**config.mk**
```make
export PLATFORM = sky130hd
export DESIGN_NAME = cond_pred_unit
export DESIGN_NICKNAME = d
export VERILOG_FILES = /design/src/rtl/cond_pkg.sv /design/src/rtl/cond_check.sv /design/src/rtl/flopenr.sv /design/src/rtl/cond_pred_unit.sv
export SDC_FILE = /design/constraint.sdc
export NUM_CORES = 1
export LEC_CHECK = 0
export CAP_MARGIN = 20
export CORE_MARGIN = 10
export CORE_UTILIZATION = 44
export CTS_CLUSTER_SIZE = 28
export DETAILED_ROUTE_END_ITERATION = 16
export HOLD_SLACK_MARGIN = 0.05
export PLACE_DENSITY = 0.79
export SLEW_MARGIN = 20
export SYNTH_ARGS = -nofsm -noshare
export SYNTH_HDL_FRONTEND = slang
export SYNTH_SLANG_ARGS = --single-unit
```
**constraint.sdc**
```tcl
create_clock -name clk -period 2.44 [get_ports clk]
set_input_delay 0.366 -clock clk [delete_from_list [all_inputs] [get_ports clk]]
set_output_delay 0.366 -clock clk [all_outputs]
set_load 0.1 [all_outputs]
```
**src/rtl/cond_pkg.sv**
```systemverilog
// Shared types, flag indices and the condition-code evaluator for the
// conditional/predicated execution unit.
package cond_pkg;

  localparam int FLAG_W_C = 4;

  localparam int N_IDX = 3;
  localparam int Z_IDX = 2;
  localparam int C_IDX = 1;
  localparam int V_IDX = 0;

  typedef enum logic [3:0] {
    EQ = 4'd0,
    NE = 4'd1,
    CS = 4'd2,
    CC = 4'd3,
    MI = 4'd4,
    PL = 4'd5,
    VS = 4'd6,
    VC = 4'd7,
    HI = 4'd8,
    LS = 4'd9,
    GE = 4'd10,
    LT = 4'd11,
    GT = 4'd12,
    LE = 4'd13,
    AL = 4'd14,
    NV = 4'd15
  } cond_e;

  typedef enum logic {
    IDLE   = 1'b0,
    ACTIVE = 1'b1
  } state_e;

  function automatic logic cond_eval(input logic [3:0] cond,
                                     input logic [FLAG_W_C-1:0] flags);
    logic n, z, c, v;
    logic res;
    n   = flags[N_IDX];
    z   = flags[Z_IDX];
    c   = flags[C_IDX];
    v   = flags[V_IDX];
    res = 1'b0;
    case (cond)
      EQ:      res = z;
      NE:      res = ~z;
      CS:      res = c;
      CC:      res = ~c;
      MI:      res = n;
      PL:      res = ~n;
      VS:      res = v;
      VC:      res = ~v;
      HI:      res = c & ~z;
      LS:      res = ~c | z;
      GE:      res = (n == v);
      LT:      res = (n != v);
      GT:      res = ~z & (n == v);
      LE:      res = z | (n != v);
      AL:      res = 1'b1;
      default: res = 1'b0;   // NV: never executes
    endcase
    return res;
  endfunction

endpackage

```
**src/rtl/cond_check.sv**
```systemverilog
// Combinational condition-code check against a flag vector.
module cond_check
  import cond_pkg::*;
(
  input  logic [3:0]          cond,
  input  logic [FLAG_W_C-1:0] flags,
  output logic                pass
);

  assign pass = cond_eval(cond, flags);

endmodule

```
**src/rtl/flopenr.sv**
```systemverilog
// Enabled register with synchronous active-high reset.
module flopenr #(
  parameter int WIDTH = 8
) (
  input  logic             clk,
  input  logic             reset,
  input  logic             en,
  input  logic [WIDTH-1:0] d,
  output logic [WIDTH-1:0] q
);

  always_ff @(posedge clk) begin
    if (reset)   q <= '0;
    else if (en) q <= d;
  end

endmodule

```
**src/rtl/cond_pred_unit.sv**
```systemverilog
// Condition evaluation, NZCV flag register and predicated-block sequencer;
// gates PC, register and memory writes from decode.
//
// state  | meaning
// IDLE   | no block open; instructions judged by their own cond only
// ACTIVE | block open; each valid instruction consumes one predicated slot
module cond_pred_unit
  import cond_pkg::*;
#(
  parameter int FLAG_W    = 4,
  parameter int MAX_BLOCK = 4,
  parameter int CNT_W     = $clog2(MAX_BLOCK + 1)
) (
  input  logic                 clk,
  input  logic                 reset,
  input  logic                 instrValid,
  input  logic [3:0]           cond,
  input  logic [FLAG_W-1:0]    aluFlags,
  input  logic [1:0]           flagWrite,
  input  logic                 PCS,
  input  logic                 regW,
  input  logic                 memW,
  input  logic                 noWrite,
  input  logic                 blockStart,
  input  logic [3:0]           blockCond,
  input  logic [CNT_W-1:0]     blockLen,
  input  logic [MAX_BLOCK-1:0] blockMask,
  output logic                 PCSrc,
  output logic                 RegWrite,
  output logic                 MemWrite,
  output logic [FLAG_W-1:0]    flags,
  output logic                 condEx,
  output logic                 blockActive,
  output logic [CNT_W-1:0]     blockRemain,
  output logic                 blockErr
);

  localparam logic [CNT_W-1:0] MAX_LEN = CNT_W'(MAX_BLOCK);

  state_e               state_q, state_d;
  logic [CNT_W-1:0]     remain_q, remain_d;
  logic [MAX_BLOCK-1:0] mask_q, mask_d;
  logic [3:0]           bcond_q, bcond_d;

  logic       in_block;
  logic       instr_pass;
  logic       slot_pass;
  logic [3:0] slot_cond;
  logic       cond_ex;
  logic [CNT_W-1:0] len_clamped;

  assign in_block = (state_q == ACTIVE);

  // Else-slots test the inverse condition; inverting AL lands on NV (never).
  assign slot_cond = mask_q[0] ? bcond_q : (bcond_q ^ 4'b0001);

  cond_check u_instr_check (
    .cond  (cond),
    .flags (flags),
    .pass  (instr_pass)
  );

  cond_check u_slot_check (
    .cond  (slot_cond),
    .flags (flags),
    .pass  (slot_pass)
  );

  assign cond_ex  = instrValid & ~reset & instr_pass & (~in_block | slot_pass);
  assign condEx   = cond_ex;
  assign PCSrc    = PCS & cond_ex;
  assign RegWrite = regW & cond_ex & ~noWrite;
  assign MemWrite = memW & cond_ex;
  assign blockErr = instrValid & ~reset & blockStart & in_block;

  assign blockActive = in_block;
  assign blockRemain = remain_q;

  flopenr #(.WIDTH(2)) u_flags_nz (
    .clk   (clk),
    .reset (reset),
    .en    (cond_ex & flagWrite[1]),
    .d     (aluFlags[N_IDX:Z_IDX]),
    .q     (flags[N_IDX:Z_IDX])
  );

  flopenr #(.WIDTH(2)) u_flags_cv (
    .clk   (clk),
    .reset (reset),
    .en    (cond_ex & flagWrite[0]),
    .d     (aluFlags[C_IDX:V_IDX]),
    .q     (flags[C_IDX:V_IDX])
  );

  always_comb begin
    state_d     = state_q;
    remain_d    = remain_q;
    mask_d      = mask_q;
    bcond_d     = bcond_q;
    len_clamped = (blockLen > MAX_LEN) ? MAX_LEN : blockLen;
    case (state_q)
      IDLE: begin
        if (instrValid && blockStart && cond_ex && (blockLen != '0)) begin
          state_d  = ACTIVE;
          remain_d = len_clamped;
          mask_d   = blockMask;
          bcond_d  = blockCond;
        end
      end
      ACTIVE: begin
        // A nested start is treated as an ordinary slot.
        if (instrValid) begin
          mask_d   = mask_q >> 1;
          remain_d = remain_q - CNT_W'(1);
          if (remain_q == CNT_W'(1)) begin
            state_d = IDLE;
            mask_d  = '0;
          end
        end
      end
      default: state_d = IDLE;
    endcase
  end

  always_ff @(posedge clk) begin
    if (reset) begin
      state_q  <= IDLE;
      remain_q <= '0;
      mask_q   <= '0;
      bcond_q  <= '0;
    end else begin
      state_q  <= state_d;
      remain_q <= remain_d;
      mask_q   <= mask_d;
      bcond_q  <= bcond_d;
    end
  end

endmodule

```
======== After elaboration in Yosys (flattened, before gate mapping) ========
Cells that the tools add are included.
storage, ports and cells
  output and inout bits ................... 13
  register bits after elaboration ......... 16
  word-level logic and storage cells ...... 88
  latch bits .............................. 0
  memories ................................ 0
  input port bits ......................... 29
  RAM bits ................................ 0
  memory bits (read-only) ................. 0
operators by class
  divide/modulo/power cells ............... 0
  bitwise logic cells ..................... 24
  magnitude comparators ................... 1
  multiply operators ...................... 0
  $add $sub $neg .......................... 1
  shift operators ......................... 0
  equality and inequality tests ........... 33
  multiplexer cells ....................... 15
  reduce and logical (&&, ||, !) cells .... 8
operators by type and width
  cell                                                   count
  == test 4 bit, second input constant                   14
  == test 4 x 3 -> 1 bit, second input constant          8
  case mux 1 bit (15 select lines)                       2
  == test 4 x 2 -> 1 bit, second input constant          4
  AND 1 bit                                              13
  2-to-1 mux 3 bit                                       4
  == test 4 x 1 -> 1 bit, second input constant          2
  logical NOT 4 bit                                      2
  2-to-1 mux 4 bit                                       2
  inverter 1 bit                                         8
  case mux 4 bit (2 select lines)                        1
  case mux 3 bit (2 select lines)                        1
  2-to-1 mux 1 bit                                       4
  AND reduction 2 bit                                    2
  == test 3 x 1 -> 1 bit, second input constant          1
  > comparator 3 bit, second input constant              1
  logical AND 1 bit                                      3
  OR 1 bit                                               3
  nonzero test 3 bit                                     1
  subtractor 3 x 1 -> 3 bit, second input constant       1
  inequality test 2 x 1 -> 1 bit, second input constant  1
  inequality test 2 bit, second input constant           1
  case mux 1 bit (2 select lines)                        1
  == test 1 bit                                          1
  inequality test 1 bit                                  1

======== Depth between registers and ports, before layout ========
Gate-level depths: netlist (run 1).
  depth in word-level cells ............... 10
  mapped depth ............................ 7
  gate-level depth less buffers ........... 6

======== Modules after synthesis ========
A second synthesis (run 1) with hierarchy kept.
second synthesis, totals
  cell total of the unflattened synthesis .. 152
  area, all modules ....................... 1222.4 sq um
modules (own cells, without submodules)
  module          area each (sq um)  instances  cells each  seq. area each (sq um)
  cond_pred_unit  699.4              1          84          240.2
  cond_check      193.9              2          28          0.0
  flopenr         67.6               2          6           40.0

======== Worst setup path before layout (run 1) ========
No wires, ideal clock.
  path type ............................... reg-to-output
  start point ............................. register u_flags_cv.q[0]
  end point ............................... output RegWrite
  path slack .............................. -1821 ps
  stages on the path, launching flop included .. 7
  arrival time ............................ 3895 ps
  data required time ...................... 2074 ps
  path buffers ............................ 0
  path through ............................ dfxtp_1 > xnor2_1 > o21ai_0 > a31oi_4 > xnor2_4 > nor4_4 > and3b_1
between the ends
  cells in the longest elaborated chain, start to end .. 7
  elaborated cells between the ends (all ways) .. 12
  those cells by class .................... eq/ne (2); mux (2); bitwise (8)
RTL lines
  item                                                    line                            source
  from (decl)                                             flopenr.sv:9                    output logic [WIDTH-1:0] q
  from (signal assigned)                                  flopenr.sv:13                   if (reset) q <= '0;
  from (signal assigned)                                  flopenr.sv:14                   else if (en) q <= d;
  inequality test 1 bit or == test 1 bit (tied branches)  -
  OR 1 bit or AND 1 bit (tied branches)                   cond_pkg.sv:59, cond_pkg.sv:58
  case mux 1 bit (15 select lines)                        cond_pkg.sv:45                  case (cond)
  AND 1 bit or OR 1 bit (tied branches)                   cond_pred_unit.sv:69            assign cond_ex = instrValid & ~reset & instr_pass & (~in_block | slot_pass);
  AND 1 bit (*)                                           cond_pred_unit.sv:69
  net condEx                                              cond_pred_unit.sv:32            output logic condEx,
  AND 1 bit (*) (2 in series)                             cond_pred_unit.sv:72            assign RegWrite = regW & cond_ex & ~noWrite;
  to (decl)                                               cond_pred_unit.sv:29            output logic RegWrite,
The timed path passes the listed nets; every way through them passes the cells marked *.

======== Worst setup path in the final report (run 1) ========
  start point ............................. register bcond_q[1]
  end point ............................... output RegWrite
between the ends
  cells in the longest elaborated chain, start to end .. 6
  elaborated cells between the ends (all ways) .. 20
  those cells by class .................... eq/ne (14); mux (1); bitwise (4); reduce/logical (1)
RTL lines
  item                                         line                   source
  from (decl)                                  cond_pred_unit.sv:43   logic [3:0] bcond_q, bcond_d;
  from (signal assigned)                       cond_pred_unit.sv:135  bcond_q <= bcond_d;
  == test 4 bit, or another cell as far along  cond_pkg.sv:45
  case mux 1 bit (15 select lines) (*)         cond_pkg.sv:45
  OR 1 bit (*)                                 cond_pred_unit.sv:69
  AND 1 bit (*)                                cond_pred_unit.sv:69
  AND 1 bit (*) (2 in series)                  cond_pred_unit.sv:72
Mark *: on every way between the ends. The rest lies on a longest branch, timed or not.

==> metrics.yaml, run 1 <==
finish:
  fill_cells: 194
  final_common_cell: "clkdlybuf4s50_1"
  layout_common_cells: "clkdlybuf4s50_1 (26), buf_4 (22), nand2b_1 (12), a21oi_1 (12), dfxtp_1 (11)"
  postLayoutCellArea_um2: 1790
  antennaDiodeCount: 0
  final_cells: 213
  nNetsFinal: 215
  area.growth.synth_to_final_pct: 55.0
  drive_above_1_share_pct: 32.8
placed_design:
  gp_congestion: 0.837
  placed_cells: 205
  place_area_um2: 1720
  place_ws_ns: -0.505
  io_buffer_count: 41
  dp_hpwl_um: 2660
floorplanning:
  die_area_um2: 5070
  top_level_ports: 42
  core_um2: 2500
  die_y_um: 71.2
  rows: 18
  die_x_um: 71.2
  initial_core_util_pct: 46.2
synth:
  synth_edf_count: 0
  yosysUniqueCellTypes: 41
  synth_nets: 159
  ys_seq_area_share_pct: 27.7
  synth_seq_cells: 16
  ys.flop_type: "dfxtp_1"
  yosysWarnings: 0
  async_flop_share_pct: 0
  synth.cell_area_um2: 1150
  avgSynthCellArea_um2: 9.02
  synthCells: 128
setup_path:
  cp.required_ns: 2.07
  critPathLaunchType: "register"
  crit_fanout: 4
  critPathCaptureType: "output pin"
  worst-setup-path-type: "register to output pin"
  cp.arrival_ns: 2.33
outcome:
  status: "finished with violations"
  violations: "negative setup slack"
grt:
  grt_pass1_vias: 1165
  globalRouteTotalUtil_pct: 12.6
  grt_max_degree: 19
  antenna_found_initial: 0
  globalRoute.totalOverflow: 0
  grt_first_pass_wirelength_um: 5480
clock_tree:
  cts_tree: "yes"
  hold_buffers: 0
  cts_made_buffers: 3
  cts_buffer_depth: 2
  clk_latency_ns: 0.29
  htreeDepth: 1
  clk_pin_slew_ns: 0.10
  clock-root-buffer: "clkbuf_4"
  cts_sinks: 16
routing:
  num_vias: 1146
  first_pass_iters: 4
  wl_met3_um: 221
  via_per_inst: 5.38
  drt-initial-drc-count: 40
  drc_errors: 0
  met1_length_um: 1300
  post_drt_wl_per_cell_um: 15.5
  wirelength_um: 3290
  top_signal_layer_used: "met3"
  final_antenna_net_count: 0
  dr_wl_met2_um: 1780
timing:
  setup_tns_ns: -0.872
  hold_viol_final: 0
  relSlewSlack_pct: 65.6
  slew_violations: 0
  finalCritPeriodShare_pct: 111
  setup_viol: 4
  fin_ws_ns: -0.256
  grt_setup_unrepaired: "true"
  finClkSkew_ns: 0.00490
  worst_slew_pin_slew_ns: 0.510
  finalCriticalPeriod_ns: 2.70
  fmax_ghz: 0.371
pwr:
  switching_share_pct: 34.2
  p_int_uw: 445
  power_frac_seq_pct: 41.0
  finalPower_uw: 677
  power_leakage_nw: 0.698
  power.share.combinational_pct: 36.7
  ir_drop_mv: 0.265
  pwr_density_cell_nw_per_um2: 378
  clockPowerShare_pct: 22.3
  switching_power_uw: 232
job:
  drv_cap: 0
worst_hold_path:
  hp-class: "register to register"
per-layer routing:
layer / up-vias / global-route usage [%]
met4: 0 / 3.01
met1: 537 / 14.6
met5: - / 0
li1: 566 / -
met3: 0 / 3.72
met2: 43 / 22.1
flip-flops by register name, summed over array words and instances, names as in the netlist:
signal        cells
blockRemain       3
mask_q            4
bcond_q           4
blockActive       1
u_flags_cv.q      2
u_flags_nz.q      2
synth_stat cells, types with 3 or more instances:
cell,number,area [um2]
nand3_1,9,45.0
nand2b_1,12,75.1
mux2_4,4,60.1
inv_1,4,15.0
dfxtp_1,16,320
xnor2_1,3,26.3
mux2i_1,5,50.1
nor2b_1,5,31.3
nor2_1,9,33.8
clkbuf_1,3,11.3
o21ai_1,4,20.0
a21oi_1,13,65.1
nand2_1,5,18.8
area by class of cell:
| type | count | area (um2) | share of cell area [%] |
|---|---|---|---|
| clock buffer | 4 | 26.3 | 1.47 |
| multi-input combinational | 103 | 828 | 46.3 |
| sequential | 16 | 337 | 18.8 |
| timing repair buffer | 55 | 543 | 30.3 |
| tap | 30 | 37.5 | 2.10 |
| inverter | 5 | 18.8 | 1.05 |
cell families after synthesis:
kind of cell | share of synthesized area, %
simple gates | 28.2
compound gates | 16.7
flops | 27.7
mux | 13.8
buf+inv | 2.92
xor+xnor | 8.56
fa+ha+maj | 2.17
repair_timing:
item	CTS	global route
pin swaps	5	6
gates resized for setup	5	3
gates cloned	0	0
setup endpoints to repair	4	4
setup buffers	3	1
path summary, 6_finish.rpt:
kind / endpoint / startpoint / slack (ns) / cells past startpoint
setup / recovery: RegWrite / bcond_q[1] / -0.26 / 7
hold / removal: u_flags_cv.q[0] / u_flags_cv.q[0] / 0.53 / 2
setup reg to reg: blockRemain[1] / u_flags_cv.q[0] / 0.38 / 7
hold reg to reg: u_flags_cv.q[0] / u_flags_cv.q[0] / 0.53 / 2
power groups by stage:
stage | sequential, mW | clock (mW) | combinational (mW)
after floorplan | 0.313 | 0 | 0.109
after global placement | 0.283 | 0 | 0.239
after detailed placement | 0.284 | 0 | 0.244
after CTS | 0.277 | 0.158 | 0.247
after global routing | 0.279 | 0.171 | 0.265
final | 0.277 | 0.151 | 0.249
worst max-delay path: stages (launching register included):
cell      delay [ns]
dfxtp_2         0.35
mux4_2          0.53
nor3_2          0.17
a21oi_2         0.05
o2111a_2        0.16
nor4_4          0.36
and3b_4         0.26
buf_12          0.17
metrics by stage:
step / utilization (%) / hold slack [ns]
5_1_grt: 71.6 / 0.543
3_3_place_gp: 68.8 / 0.497
6_report: 71.6 / 0.528
4_1_cts: 70.9 / 0.529
2_1_floorplan: - / 0.469
3_5_place_dp: 68.8 / 0.512
(Power assumes the default switching activity.)
==> run 2, diff against run 1 <==
--- a/config.mk
+++ b/config.mk
@@ -5,13 +5,13 @@
 export SDC_FILE = /design/constraint.sdc
 export NUM_CORES = 1
 export LEC_CHECK = 0
-export CAP_MARGIN = 20
+export CAP_MARGIN = 5
 export CORE_MARGIN = 10
-export CORE_UTILIZATION = 44
-export CTS_CLUSTER_SIZE = 28
+export CORE_UTILIZATION = 47
+export CTS_CLUSTER_SIZE = 40
 export DETAILED_ROUTE_END_ITERATION = 16
 export HOLD_SLACK_MARGIN = 0.05
-export PLACE_DENSITY = 0.79
+export PLACE_DENSITY = 0.84
 export SLEW_MARGIN = 20
 export SYNTH_ARGS = -nofsm -noshare
 export SYNTH_HDL_FRONTEND = slang
==> constraint.sdc (replaced) <==
create_clock -name clk -period 3.2 [get_ports clk]
set_input_delay 0.48 -clock clk [delete_from_list [all_inputs] [get_ports clk]]
set_output_delay 0.48 -clock clk [all_outputs]
set_load 0.1 [all_outputs]
==> run 2 against run 1 <==
The flow now finishes without violations. Total power decreased by 21%. Register-to-register slack improved by 0.65 ns. Sequential power decreased by 23%. Wire length decreased by 2.9%. Critical path depth increased by 1. Combinational power decreased by 28%. Non-clock buffer count decreased by 10. Worst setup slack improved by 0.41 ns. Critical path type is now primary input to output pin. Critical endpoint unchanged. Largest power group unchanged. Highest routed layer is now met4.
==> metrics.yaml, run 2 (same netlist as run 1, synthesis figures left out) <==
routing:
  drt-initial-drc-count: 48
  drc_errors: 0
  via_per_inst: 5.46
  post_drt_wl_per_cell_um: 15.9
  wirelength_um: 3200
  first_pass_iters: 6
  num_vias: 1098
  final_antenna_net_count: 0
pwr:
  ir_drop_mv: 0.225
  power_leakage_nw: 0.650
  pwr_density_cell_nw_per_um2: 311
timing:
  finalCritPeriodShare_pct: 95.2
  setup_viol: 0
  fmax_ghz: 0.328
  worst_slew_pin_slew_ns: 0.499
  finalCriticalPeriod_ns: 3.05
  slew_violations: 0
  setup_tns_ns: 0
  grt_setup_unrepaired: "false"
  relSlewSlack_pct: 66.3
  finClkSkew_ns: 0.00958
  hold_viol_final: 0
clock_tree:
  hold_buffers: 0
  cts_buffer_depth: 2
  post-cts-setup-buffers: 0
  cts_tree: "yes"
  cts_sinks: 16
  clk_pin_slew_ns: 0.09
  clock-root-buffer: "clkbuf_4"
  clk_latency_ns: 0.30
  cts_made_buffers: 3
  htreeDepth: 1
finish:
  postLayoutCellArea_um2: 1710
  antennaDiodeCount: 0
  layout_common_cells: "clkdlybuf4s50_1 (27), a21oi_1 (13), nand2b_1 (12), dfxtp_1 (12), buf_4 (12)"
  nNetsFinal: 205
  final_common_cell: "clkdlybuf4s50_1"
  area.growth.synth_to_final_pct: 48.2
  final_cells: 201
  drive_above_1_share_pct: 26.6
outcome:
  status: "finished clean"
worst_hold_path:
  min_to: "mask_q[3]"
  min_path_cells: 2
  hp-class: "register to register"
  min_from: "mask_q[3]"
setup_path:
  r2r_start: "u_flags_cv.q[0]"
  path_buf_inv: 2
  cp.arrival_ns: 2.57
  critPathLaunchType: "primary input"
  crit_family: "simple AND/OR/NAND/NOR gates"
  reg2reg_depth: 7
  crit_fanout: 4
  timing.rr.end: "mask_q[0]"
  worst-setup-path-type: "primary input to output pin"
  slowest_delay_ns: 0.55
  cpMaxStageDelayCell: "clkdlybuf4s50_1"
  critPathCaptureType: "output pin"
  cp.required_ns: 2.72
  regToRegSetupSlack_ns: 1.03
  crit_chain: "clkdlybuf4s50_1, mux4_2, nor2_4, a31oi_4, xnor2_4, nor4_4, and3b_4, buf_12"
placed_design:
  placed_cells: 197
  io_buffer_count: 41
  place_area_um2: 1670
  gp_congestion: 0.808
  dp_hpwl_um: 2640
floorplanning:
  initial_core_util_pct: 50.7
  die_x_um: 69.6
  die_area_um2: 4840
  core_um2: 2280
  top_level_ports: 42
  rows: 17
  die_y_um: 69.6
grt:
  globalRoute.totalOverflow: 0
  grt_first_pass_wirelength_um: 5470
  antenna_found_initial: 0
  globalRouteTotalUtil_pct: 13.3
  grt_pass1_vias: 1128
  grt_max_degree: 26
job:
  drv_cap: 0
==> run 2: what timing repair did <==
item                       in CTS  in global routing
hold endpoints to repair        0                  0
cloned                          0                  0
resized for setup               1                  2
setup endpoints to repair       4                  1
pin swaps                       1                  0
==> run 2: worst min-delay path, stage by stage (launching register included) <==
cell and delay, ns:
dfxtp_1 0.33, o211ai_1 0.08, a21oi_1 0.06
==> run 2: final cells by class <==
cell class                      instances  area, um2
Multi-Input combinational cell        103        817
Fill cell                             172        564
Timing Repair Buffer                   45        469
Sequential cell                        16        335
Clock buffer                            4       36.3
Tap cell                               28       35.0
Inverter                                5       18.8
==> run 2: worst max-delay path by stage <==
stage                     startpoint  endpoint  depth (start not counted)
after CTS                    cond[2]  RegWrite                          8
after global routing         cond[2]  RegWrite                          8
after global placement       cond[1]  RegWrite                          8
after detailed placement     cond[1]  RegWrite                          8
after floorplan              cond[1]  RegWrite                          6
final                        cond[2]  RegWrite                          8
==> run 2: routing by layer <==
| metal | vias to the layer above | global-route usage (%) | wire (um) |
|---|---|---|---|
| li1 | 547 | - | - |
| met1 | 515 | 15.1 | 1340 |
| met2 | 32 | 22.8 | 1650 |
| met3 | 4 | 3.28 | 170 |
| met4 | 0 | 5.76 | 37 |
| met5 | - | 0 | 0 |
==> run 2: stage by stage <==
step                      power [mW]  utilization (%)  hold WS [ns]  setup WS [ns]
after detailed placement       0.396             73.4         0.505        -0.0631
after global placement         0.392             73.4         0.499         0.0139
after global routing           0.560             75.2         0.556         0.0513
final                          0.532             75.2         0.515          0.153
after floorplan                0.322                -         0.469         -0.479
after CTS                      0.537             74.9         0.519          0.163
==> run 2: report_power, final <==
group	internal (mW)	total, mW	switching [mW]
clock network	0.0694	0.140	0.0710
registers	0.203	0.212	0.00852
logic	0.0811	0.180	0.0990
total	0.354	0.532	0.178
==> run 3, diff against run 2 <==
--- a/config.mk
+++ b/config.mk
@@ -12,6 +12,7 @@
 export DETAILED_ROUTE_END_ITERATION = 16
 export HOLD_SLACK_MARGIN = 0.05
 export PLACE_DENSITY = 0.84
+export SETUP_SLACK_MARGIN = 0.3
 export SLEW_MARGIN = 20
 export SYNTH_ARGS = -nofsm -noshare
 export SYNTH_HDL_FRONTEND = slang
==> run 3 against run 2 <==
Worst hold slack improved by 0.0014 ns. Cell count rose by 0.50%. Sequential cell count did not move. Total power rose by 0.10%. Worst setup slack improved by 0.20 ns. First-iteration DRC count rose by 8.3%. Sequential power barely moved. Die area did not move. Count of clock-buffer cells in the layout did not move. Register-to-register slack barely moved. Core utilization rose by 0.44 points. Clock skew rose by 0.0039 ns. Critical path type is now register to output pin. Largest power group unchanged. Highest routed layer unchanged.
==> metrics.yaml, run 3 (same netlist as run 1, synthesis figures left out) <==
timing:
  finalCriticalPeriod_ns: 2.85
  worst_slew_pin_slew_ns: 0.499
  finClkSkew_ns: 0.0134
  setup_tns_ns: 0
  grt_setup_unrepaired: "true"
  finalCritPeriodShare_pct: 89.0
  slew_violations: 0
  setup_viol: 0
  relSlewSlack_pct: 66.3
  hold_viol_final: 0
  fmax_ghz: 0.351
floorplanning:
  core_um2: 2280
  rows: 17
  top_level_ports: 42
  die_x_um: 69.6
  die_y_um: 69.6
  die_area_um2: 4840
  initial_core_util_pct: 50.7
finish:
  area.growth.synth_to_final_pct: 49.1
  fill_cells: 169
  antennaDiodeCount: 0
  multi_input_area_um2: 823
  drive_above_1_share_pct: 29.3
  regArea_um2: 337
  nNetsFinal: 206
  final_cells: 202
  layout_common_cells: "clkdlybuf4s50_1 (26), a21oi_1 (13), buf_4 (13)"
  final_common_cell: "clkdlybuf4s50_1"
grt:
  grt_max_degree: 26
  grt_first_pass_wirelength_um: 5470
  grt_pass1_vias: 1128
  globalRouteTotalUtil_pct: 13.3
  antenna_found_initial: 0
  globalRoute.totalOverflow: 0
job:
  drv_cap: 0
routing:
  wl_met3_um: 202
  drt-initial-drc-count: 52
  num_vias: 1111
  final_antenna_net_count: 0
  via_per_inst: 5.50
  wirelength_um: 3190
  dr_wl_met2_um: 1670
  drc_errors: 0
  met1_length_um: 1280
  first_pass_iters: 4
  post_drt_wl_per_cell_um: 15.8
  top_signal_layer_used: "met4"
outcome:
  status: "finished clean"
placed_design:
  dp_hpwl_um: 2640
  gp_congestion: 0.808
  io_buffer_count: 41
  placed_cells: 197
clock_tree:
  cts_sinks: 16
  hold_buffers: 0
  cts_buffer_depth: 2
  htreeDepth: 1
  clk_pin_slew_ns: 0.11
  clock-root-buffer: "clkbuf_4"
  cts_tree: "yes"
  clk_latency_ns: 0.30
  cts_made_buffers: 3
pwr:
  pwr_density_cell_nw_per_um2: 309
  clockPowerShare_pct: 26.5
  power_leakage_nw: 0.658
  power_frac_seq_pct: 39.7
  power.share.combinational_pct: 33.8
  switching_power_uw: 179
  ir_drop_mv: 0.225
  switching_share_pct: 33.6
  p_int_uw: 354
setup_path:
  crit_fanout: 5
  critPathCaptureType: "output pin"
  worst-setup-path-type: "register to output pin"
  cp.required_ns: 2.72
  r2r_start: "u_flags_cv.q[0]"
  cp-startpoint: "u_flags_cv.q[0]"
  cp.arrival_ns: 2.37
  critPathLaunchType: "register"
worst_hold_path:
  hp-class: "register to register"
  min_from: "mask_q[3]"
## run 3: worst paths after layout
check	endpoint	slack (ns)	depth (start not counted)
worst max-delay path	RegWrite	0.35	7
worst min-delay path	mask_q[3]	0.52	2
worst max register to register	mask_q[0]	1.03	7
worst min register to register	mask_q[3]	0.52	2
## run 3: area by class of cell
cell class	count	area share, %
clock buffers	4	2.11
inverters	5	1.09
multi-input cells	103	47.8
flip-flops and latches	16	19.5
well taps	28	2.03
repair buffers	46	27.4
## run 3: power by group through the flow
stage          clock network (mW)  logic (mW)  registers [mW]
2_1_floorplan                   0      0.0831           0.239
3_3_place_gp                    0       0.176           0.216
3_5_place_dp                    0       0.180           0.216
4_1_cts                     0.145       0.181           0.212
5_1_grt                     0.155       0.192           0.213
6_report                    0.141       0.180           0.212
## run 3: worst max-delay path: stages (launching register included)
cell and delay (ns):
dfxtp_4 0.38, mux4_2 0.50, nor2_4 0.14, a31oi_4 0.07
xnor2_4 0.17, nor4_4 0.38, and3b_4 0.26, buf_12 0.17
## run 3: per-stage QoR
| stage | worst slack, ns | util, % | cell area [um2] | hold slack (ns) | total power [mW] |
|---|---|---|---|---|---|
| after floorplan | -0.479 | - | 1180 | 0.469 | 0.322 |
| after global placement | 0.0139 | 73.4 | 1670 | 0.499 | 0.392 |
| after detailed placement | -0.0631 | 73.4 | 1670 | 0.505 | 0.396 |
| after CTS | 0.308 | 75.3 | 1710 | 0.518 | 0.538 |
| after global routing | 0.236 | 75.6 | 1720 | 0.556 | 0.560 |
| final | 0.351 | 75.6 | 1720 | 0.516 | 0.533 |
## run 3: what timing repair did
action                                  in CTS  in global routing
pin swaps                                    3                  4
endpoints found under the setup margin       4                  4
buffers inserted                             0                  1
gates resized for setup                      8                  2
cloned                                       0                  0
endpoints found under the hold margin        0                  0
## run 3: routing by layer
metal,GRT usage [%],up-vias
li1,-,548
met1,14.9,524
met2,22.9,35
met3,3.57,4
met4,5.76,0
met5,0,-
